==> config.mk <==
export PLATFORM = sky130hd
export DESIGN_NAME = fifo_rd_ctrl_fwft
export DESIGN_NICKNAME = d
export VERILOG_FILES = /design/src/rtl/fifo_rd_ctrl_fwft.sv
export SDC_FILE = /design/constraint.sdc
export NUM_CORES = 1
export LEC_CHECK = 0
export CAP_MARGIN = 20
export CORE_ASPECT_RATIO = 0.9
export CORE_MARGIN = 2
export CORE_UTILIZATION = 49
export DETAILED_ROUTE_END_ITERATION = 6
export PLACE_DENSITY = 0.8
export SLEW_MARGIN = 25
export SYNTH_ARGS = -nofsm -noshare
export SYNTH_HDL_FRONTEND = slang
export SYNTH_SLANG_ARGS = --single-unit
==> constraint.sdc <==
create_clock -name rd_clk -period 3.5 [get_ports rd_clk]
set_input_delay 0.7 -clock rd_clk [delete_from_list [all_inputs] [get_ports rd_clk]]
set_output_delay 0.7 -clock rd_clk [all_outputs]
set_load 0.02 [all_outputs]
==> src/rtl/fifo_rd_ctrl_fwft.sv <==
// Read-side controller for a RAM-backed FIFO. It tracks the read pointer against a
// synchronised write pointer and, in FWFT mode, prefetches into a two-entry output buffer.
module fifo_rd_ctrl_fwft #(
  parameter int RAM_ADDR_WIDTH = 5,
  parameter int RD_IND_LOG2    = 2,
  parameter int RD_WIDTH       = 32,
  parameter int FWFT_EN        = 1,
  parameter int AEMPTY_THRESH  = 2,
  localparam int CW            = RAM_ADDR_WIDTH + 1 - RD_IND_LOG2
) (
  input  logic                    rd_clk,
  input  logic                    rd_rst_n,
  input  logic                    rd_en,
  input  logic [RAM_ADDR_WIDTH:0] wr_ptr_sync,
  input  logic [RD_WIDTH-1:0]     ram_rd_data,
  output logic                    ram_rd_en,
  output logic [RAM_ADDR_WIDTH:0] rd_ptr,
  output logic [RD_WIDTH-1:0]     rd_data,
  output logic                    rd_valid,
  output logic                    fifo_empty,
  output logic                    almost_empty,
  output logic [CW:0]             rd_data_count,
  output logic                    underflow
);

  localparam int PW = RAM_ADDR_WIDTH + 1;
  localparam logic [RAM_ADDR_WIDTH:0] PTR_STEP = PW'(1 << RD_IND_LOG2);
  localparam logic [CW:0] AE_LIMIT = (CW+1)'(AEMPTY_THRESH);

  logic [RAM_ADDR_WIDTH:0] ram_cnt;
  logic [CW-1:0]           ram_words;
  logic                    ram_empty;

  // Modular subtraction covers pointer wrap; the extra MSB keeps a full RAM distinct from empty.
  assign ram_cnt   = wr_ptr_sync - rd_ptr;
  assign ram_words = CW'(ram_cnt >> RD_IND_LOG2);
  assign ram_empty = (ram_words == '0);

  always_ff @(posedge rd_clk) begin
    if (!rd_rst_n) begin
      rd_ptr <= '0;
    end else if (ram_rd_en) begin
      rd_ptr <= rd_ptr + PTR_STEP;
    end
  end

  always_ff @(posedge rd_clk) begin
    if (!rd_rst_n) begin
      underflow <= 1'b0;
    end else begin
      underflow <= rd_en & fifo_empty;
    end
  end

  assign almost_empty = (rd_data_count <= AE_LIMIT);

  if (FWFT_EN != 0) begin : g_fwft
    logic                head_valid, tail_valid, pend;
    logic [RD_WIDTH-1:0] head_data, tail_data;
    logic                head_valid_n, tail_valid_n;
    logic [RD_WIDTH-1:0] head_data_n, tail_data_n;
    logic [1:0]          occ;
    logic                pop;

    assign occ = 2'(head_valid) + 2'(tail_valid) + 2'(pend);
    assign pop = rd_en & head_valid;

    // Only issue a read when the buffer can still absorb it after this cycle's pop.
    assign ram_rd_en = rd_rst_n & ~ram_empty & ((occ - 2'(pop)) < 2'd2);

    always_comb begin
      head_valid_n = head_valid;
      head_data_n  = head_data;
      tail_valid_n = tail_valid;
      tail_data_n  = tail_data;
      if (pop) begin
        head_valid_n = tail_valid;
        if (tail_valid) begin
          head_data_n = tail_data;
        end
        tail_valid_n = 1'b0;
      end
      if (pend) begin
        if (!head_valid_n) begin
          head_valid_n = 1'b1;
          head_data_n  = ram_rd_data;
        end else begin
          tail_valid_n = 1'b1;
          tail_data_n  = ram_rd_data;
        end
      end
    end

    // Clearing pend on reset drops any RAM word still in flight.
    always_ff @(posedge rd_clk) begin
      if (!rd_rst_n) begin
        head_valid <= 1'b0;
        tail_valid <= 1'b0;
        pend       <= 1'b0;
        head_data  <= '0;
        tail_data  <= '0;
      end else begin
        head_valid <= head_valid_n;
        tail_valid <= tail_valid_n;
        pend       <= ram_rd_en;
        head_data  <= head_data_n;
        tail_data  <= tail_data_n;
      end
    end

    assign rd_valid      = head_valid;
    assign rd_data       = head_data;
    assign fifo_empty    = ~head_valid;
    assign rd_data_count = (CW+1)'(ram_words) + (CW+1)'(occ);
  end else begin : g_std
    logic valid_q;

    assign ram_rd_en = rd_rst_n & rd_en & ~ram_empty;

    always_ff @(posedge rd_clk) begin
      if (!rd_rst_n) begin
        valid_q <= 1'b0;
      end else begin
        valid_q <= ram_rd_en;
      end
    end

    // Masking keeps rd_data at zero after reset instead of showing stale RAM output.
    assign rd_valid      = valid_q;
    assign rd_data       = valid_q ? ram_rd_data : '0;
    assign fifo_empty    = ram_empty;
    assign rd_data_count = {1'b0, ram_words};
  end

endmodule

==> metrics.cfg, run 1 <==
[yosys]
synth_area_per_cell_um2=9.22
synth.top_cell.area_share=0.408
seq_area_frac_synth=0.408
syn-instance-count=383
synthesis.area_um2=3530
yosysWarnings=0
synth.area.top_cells=dfxtp_1 (41%), nand2_1 (11%), mux2i_1 (9.1%), o211a_1 (9.1%), a21boi_0 (6.0%)
ys_seq_elements=72
synth_cell_types=37
yosysTopAreaCell=dfxtp_1

[clock_tree]
clkSinkCount=72
h-tree-depth=3
cts_buffer_depth=2
cts_tree=built
cts_buffers=9
cts.clk_slew.worst_paths_ps=60
clock_latency_ps=330
root_buffer=clkbuf_8

[route]
maxUsedRoutingLayer=met4
wl_met1_um=3360
wl_met3_um=400
vias=2988
first_pass_iters=4
drt_iter0_drc=64
drc=0
dr_wl_met2_um=3700
wirelength_um=7580
viasPerCell=5.30
avgRoutedWirePerCell_um=13.4
antenna_left=0

[sta]
finalCritPeriodShare=0.960
rsz0062_at_grt=false
setup_slack_ps=140
slew_headroom=0.484
hold_violations=0
clock.fmax_ghz=0.298
setup_viol=0
tightest_slew_ps=774
period_needed_ps=3360
drv_slew=0
finalClockSkew_ps=5.15

[finish]
final_common_cell=nand2_1
drive_gt1_frac=0.117
final_cell_mix=nand2_1 (105), clkdlybuf4s50_1 (76), dfxtp_1 (72), mux2i_1 (32), o211a_1 (32)
stdcell_area_um2=4710
final_nets=518
area_growth_pct=33.5
n_antenna_cell=0

[floorplanning]
initial_core_util=0.504
die_w_um=93.5
fp.dieArea_um2=7900
rows=29
core_area_um2=7000
io-pin-count=89
die_h_um=84.5

[pwr]
irDropWorstVdd_uv=439
p_per_area_nw_per_um2=709
p_leak_nw=2.28

[run_status]
status=finished, final reports clean

[critical_path]
reg2reg_from=rd_ptr[2]$_SDFFE_PN0P_
cp.arrival_ps=2660
startpoint=wr_ptr_sync[3]
criticalPathCategory=input port to primary output
critPathRequiredTime_ps=2800
crit_path_end_kind=primary output
worstPathMaxFanout=2
cp-start-kind=input port

[grt]
grt_overflow=0
first_global_vias=2855
grt_first_pass_wirelength_um=12600
grt_usage=0.198
antenna_found_initial=0
grt_max_degree=83

[placed_design]
post-dp-hpwl_um=5060
port_buffers=84
place.gp.congestion=0.861
place_ws_ps=-573
placed_area_um2=4460

[worst_hold_path]
min_path_type=register to register
worstHoldStart=g_fwft.tail_data[10]$_SDFFE_PN0P_

[run]
cap_violations=0

## cell type report
cell class              count  area, µm²
inverters                   7       26.3
fillers                   576       2290
flip-flops and latches     72       1440
multi-input cells         275       1910
clock inverters             4       70.1
clock buffers              10        138
well taps                  93        116
repair buffers            103       1010
## metrics by stage
stage / utilization / instances / total power, W / setup TNS [ps] / hold slack [ps]
floorplan: - / 384 / 0.00203 / 0 / 434
global placement: 0.637 / 549 / 0.00259 / -2030 / 441
detailed placement: 0.637 / 549 / 0.00264 / -2420 / 445
CTS: 0.670 / 563 / 0.00334 / -19.8 / 454
global route: 0.673 / 564 / 0.00355 / 0 / 485
finish: 0.673 / 564 / 0.00334 / 0 / 456
## power breakdown
| part | internal (W) | switching, W |
|---|---|---|
| combinational | 0.000768 | 0.000832 |
| clock | 0.000410 | 0.000273 |
| sequential | 0.000965 | 0.0000931 |
## state kept, by name (all words and copies together) (netlist names)
register / count
g_fwft.tail_valid: 1
rd_data: 32
rd_ptr: 4
g_fwft.tail_data: 32
rd_valid: 1
g_fwft.pend: 1
underflow: 1
## path summary, 6_finish.rpt
path,endpoint,slack (ps),cells after the start
worst max register to register,rd_ptr[5]$_SDFFE_PN0P_,1490,8
worst min register to register,g_fwft.tail_data[10]$_SDFFE_PN0P_,460,2
worst max-delay path,ram_rd_en,140,8
worst min-delay path,g_fwft.tail_data[10]$_SDFFE_PN0P_,460,2
## synthesized netlist by cell type
master / number
a21bo_2: 1
a21boi_0: 28
a21boi_1: 5
a21o_2: 1
a21oi_1: 4
and2_1: 1
and3_1: 7
and3b_1: 1
and3b_2: 1
buf_2: 10
buf_4: 7
buf_6: 6
clkbuf_1: 7
conb_1: 1
dfxtp_1: 72
fa_1: 3
ha_1: 6
inv_1: 7
mux2_2: 2
mux2i_1: 32
nand2_1: 105
nand2b_1: 2
nand3_1: 3
nand3_2: 1
nand3b_1: 5
nand4_1: 6
nor2_1: 4
nor2b_1: 2
nor3_2: 1
o2111ai_1: 7
o211a_1: 32
o21ai_0: 4
o21ai_2: 1
or2_2: 1
xnor2_1: 4
xor2_1: 2
xor2_2: 1
## logic make-up (layout without fill, tap and decap cells)
logic type      Yosys count  count (layout)  synth area share
simple gates            140             140             0.175
compound gates           83              83             0.197
flops                    72              72             0.408
buf+inv                  37             124            0.0631
mux                      34              34            0.0971
fa+ha+maj                 9               9            0.0383
xor+xnor                  7               7            0.0195
other cells               1               2           0.00106
## repair_timing
action	CTS	global route
pin swaps	4	6
gates resized for setup	24	5
hold buffers	0	0
setup endpoints to repair	6	6
buffers inserted	0	1
## layer usage
metal	GRT usage	up-vias
li1	-	1493
met1	0.237	1419
met2	0.337	64
met3	0.0557	12
met4	0.0735	0
met5	0	-
## critical path, stage by stage
cell and delay (ps):
clkdlybuf4s50_1 470, buf_4 160, ha_1 300, and3b_2 220, nor3_2 250, o21ai_1 120
and3_1 180, clkdlybuf4s15_2 260
Power figures use the tool's default switching activity.
==> run 2: changes to the inputs <==
- ABC_AREA: unset -> 1
- CELL_PAD_IN_SITES_DETAIL_PLACEMENT: unset -> 0
- CELL_PAD_IN_SITES_GLOBAL_PLACEMENT: unset -> 1
- CORE_UTILIZATION: 49 -> 35
- PLACE_DENSITY: 0.8 -> unset
- PLACE_DENSITY_LB_ADDON: unset -> 0.1
==> run 2 against run 1 <==
Net effect:
- via count shrank 11%
- synthesized cell count decreased by 2.1%
- sequential share of layout area increased by 2.7 points
- register-to-register slack got worse by 20 ps
- critical path type unchanged
- total power shrank 13%
- clock power rose by 14%
- core utilization is 17 points lower
- die area is 24% higher
- global-route usage is 5.0 points lower
- highest routed layer unchanged
==> metrics.cfg, run 2 <==
[yosys]
yosys.cell_count.top_type=dfxtp_1
synth.top_cell.area_share=0.458  ; +0.0495
synth_area_per_cell_um2=8.40  ; -8.9%
syn-instance-count=375  ; -2.1%
synthesis.area_um2=3150  ; -11%
yosysWarnings=0  ; unchanged
seq_area_frac_synth=0.458  ; +0.0495
ys_seq_elements=72  ; unchanged
async_flop_share=0  ; unchanged
synth.area.top_cells=dfxtp_1 (46%), a21oi_1 (11%), mux2i_1 (10%), o21ai_0 (7.2%), inv_1 (6.2%)
yosysTopAreaCell=dfxtp_1
yosys-top-cells-count=dfxtp_1 (72), a21oi_1 (70), inv_1 (52)
ys.flop_type=dfxtp_1
synth_cell_types=24  ; -35%
synth_edf_count=0  ; unchanged

[worst_hold_path]
worstHoldStart=g_fwft.tail_data[1]$_SDFFE_PN0P_
min_path_type=register to register

[pwr]
swShare=0.335  ; -0.0232
p_per_area_nw_per_um2=668  ; -5.7%
p_leak_nw=1.88  ; -18%
irDropWorstVdd_uv=372  ; -15%
p_total_w=0.00289  ; -13%
p_comb_frac=0.376  ; -0.103
p_sw_w=0.000970  ; -19%
seqPwrFrac=0.355  ; +0.038
clkPwrFrac=0.269  ; +0.065
p_int_w=0.00192  ; -10%

[floorplanning]
die_h_um=94.0  ; +11%
initial_core_util=0.364  ; -0.140
core_area_um2=8650  ; +23%
fp.dieArea_um2=9770  ; +24%
rows=32  ; +10%
die_w_um=104  ; +11%
io-pin-count=89  ; unchanged

[sta]
setup_viol=0  ; unchanged
finalClockSkew_ps=7.93  ; +2.77 ps
clock.fmax_ghz=0.298  ; about the same
hold_violations=0  ; unchanged
drv_slew=0  ; unchanged
whs_ps=444  ; -11.9 ps
slew_headroom=0.612  ; +0.128
tightest_slew_ps=582  ; -191 ps
rsz0062_at_grt=false
finalCritPeriodShare=0.959  ; about the same
tns_ps=0  ; unchanged
period_needed_ps=3360  ; -3.03 ps

[critical_path]
crit_path_end_kind=primary output
cpLargestDelayFamily=adder cells
setup.worst_path.end=almost_empty
cp-start-kind=input port
cpMostUsedCell=fa_2
criticalPathCategory=input port to primary output
timing.rr.end=rd_ptr[2]$_SDFFE_PN0P_
worstPathMaxFanout=3  ; +1
cp.arrival_ps=2660  ; about the same
reg2reg_from=rd_ptr[2]$_SDFFE_PN0P_
reg2regPathDepth=11  ; +3
cpPeakStageDelay_ps=630  ; +160 ps
cp.buffers_inverters=2  ; -1
critPathRequiredTime_ps=2800  ; about the same
r2r_slack_ps=1470  ; -20 ps
crit_cells=7  ; -1
path_cells=clkdlybuf4s50_1 -> fa_2 -> fa_2 -> a21oi_1 -> nand2_1 -> nor2_1 -> buf_4
startpoint=wr_ptr_sync[3]
critPathSlowestCell=fa_2

[run_status]
status=finished, final reports clean

[finish]
final_nets=509  ; -1.7%
final_cell_mix=clkdlybuf4s50_1 (76), dfxtp_1 (72), a21oi_1 (70), inv_1 (51), o21ai_0 (44)
seqCellArea_um2=1440  ; unchanged
final_cells=582  ; +3.2%
fillerInstances=888  ; +54%
final_core_util=0.501  ; -0.172
drive_gt1_frac=0.0886  ; -0.0282
area_growth_pct=37.5
n_antenna_cell=0  ; unchanged
multiInputGateArea_um2=1370  ; -28%
final_common_cell=clkdlybuf4s50_1

[clock_tree]
clkSinkCount=72  ; unchanged
cts_buffers=9  ; unchanged
root_buffer=clkbuf_8
clock_latency_ps=340  ; about the same
h-tree-depth=3  ; unchanged
cts.clk_slew.worst_paths_ps=70  ; about the same
cts_buffer_depth=2  ; unchanged
cts_tree=built

[grt]
grt_first_pass_wirelength_um=11700  ; -7.5%
grt_usage=0.148  ; -0.0496
grtUsageMet2=0.241  ; -0.0962
grt_max_degree=69  ; -17%
use_met3=0.0485  ; -0.00711
grt_overflow=0  ; unchanged
first_global_vias=2457  ; -14%
grt_use_met1=0.186  ; -0.0511
antenna_found_initial=0  ; unchanged
top_usage_layer=met2

[placed_design]
post-dp-hpwl_um=4610  ; -8.8%
port_buffers=84  ; unchanged
place.gp.congestion=0.790  ; -8.3%
place_inst=567  ; +3.3%

[route]
viasPerCell=4.55  ; -14%
antenna_left=0  ; unchanged
first_pass_iters=4  ; unchanged
wirelength_um=6890  ; -9.1%
avgRoutedWirePerCell_um=11.8  ; -12%
drc=0  ; unchanged
vias=2651  ; -11%
drt_iter0_drc=77  ; +20%

[run]
cap_violations=0  ; unchanged

## run 2: changes by cell type after synthesis, sizes merged, moves of 7 or more
cell | before | now
o211a | 32 | 0
inv | 7 | 52
o2111ai | 7 | 0
buf | 23 | 12
a21oi | 4 | 70
nand2 | 105 | 24
a21boi | 33 | 0
o21ai | 5 | 67
## run 2: tightest hold or removal path, cell delays in order, from the launching register on
cell and delay (ps):
dfxtp_1 310, inv_1 40, a21oi_1 50
## run 2: how the worst min path moves through the flow
stage                                                   end  slack (ps)  depth (start not counted)
after floorplan            g_fwft.tail_data[0]$_SDFFE_PN0P_         420                          2
final                      g_fwft.tail_data[1]$_SDFFE_PN0P_         440                          2
after global placement     g_fwft.tail_data[9]$_SDFFE_PN0P_         430                          2
after detailed placement  g_fwft.tail_data[19]$_SDFFE_PN0P_         440                          2
after global routing      g_fwft.tail_data[17]$_SDFFE_PN0P_         470                          2
after CTS                 g_fwft.tail_data[19]$_SDFFE_PN0P_         450                          2
## run 2: power groups by stage
stage	clock network, W	registers (W)	logic [W]
3_5_place_dp	0	0.00105	0.00113
4_1_cts	0.000810	0.00103	0.00110
2_1_floorplan	0	0.00116	0.000521
3_3_place_gp	0	0.00105	0.00111
5_1_grt	0.000842	0.00105	0.00120
6_report	0.000779	0.00103	0.00109
## run 2: kinds of logic (layout without fill, tap and decap cells)
| logic type | Yosys count | in the layout | synth area share |
|---|---|---|---|
| compound gates | 137 | 137 | 0.219 |
| buf+inv | 77 | 164 | 0.111 |
| flops | 72 | 72 | 0.458 |
| simple gates | 45 | 45 | 0.0608 |
| mux | 32 | 32 | 0.102 |
| fa+ha+maj | 9 | 9 | 0.0429 |
| xor+xnor | 2 | 2 | 0.00556 |
| other cells | 1 | 2 | 0.00119 |
## run 2: through the flow
stage	worst slack [ps]	instance area, µm²
after floorplan	179	3150
after global placement	-620	4100
after detailed placement	-646	4100
after CTS	129	4330
after global routing	48.5	4330
final	143	4330
## run 2: cell type report
type                       count  share of cell area
clock inverter                 5              0.0246
sequential                    72               0.333
tap                          119              0.0344
timing repair buffer          97               0.216
multi-input combinational    227               0.317
inverter                      52              0.0451
clock buffer                  10              0.0295
## run 2: routing by layer
layer | vias up | wire length, µm | share of wire
met1 | 1169 | 3250 | 0.47
met3 | 7 | 353 | 0.051
met5 | - | 0 | 0
met2 | 61 | 3210 | 0.47
li1 | 1414 | - | -
met4 | 0 | 72 | 0.010
## run 2: timing repair
action,in CTS,in global routing
setup buffers,0,0
hold buffers,0,0
gates resized for setup,24,0
setup endpoints to repair,6,0
==> run 3: changes to the inputs <==
- ABC_CLOCK_PERIOD_IN_PS: unset -> 3500
==> results of run 3 <==
Final layout, timing and power as in run 2 (identical DEF).
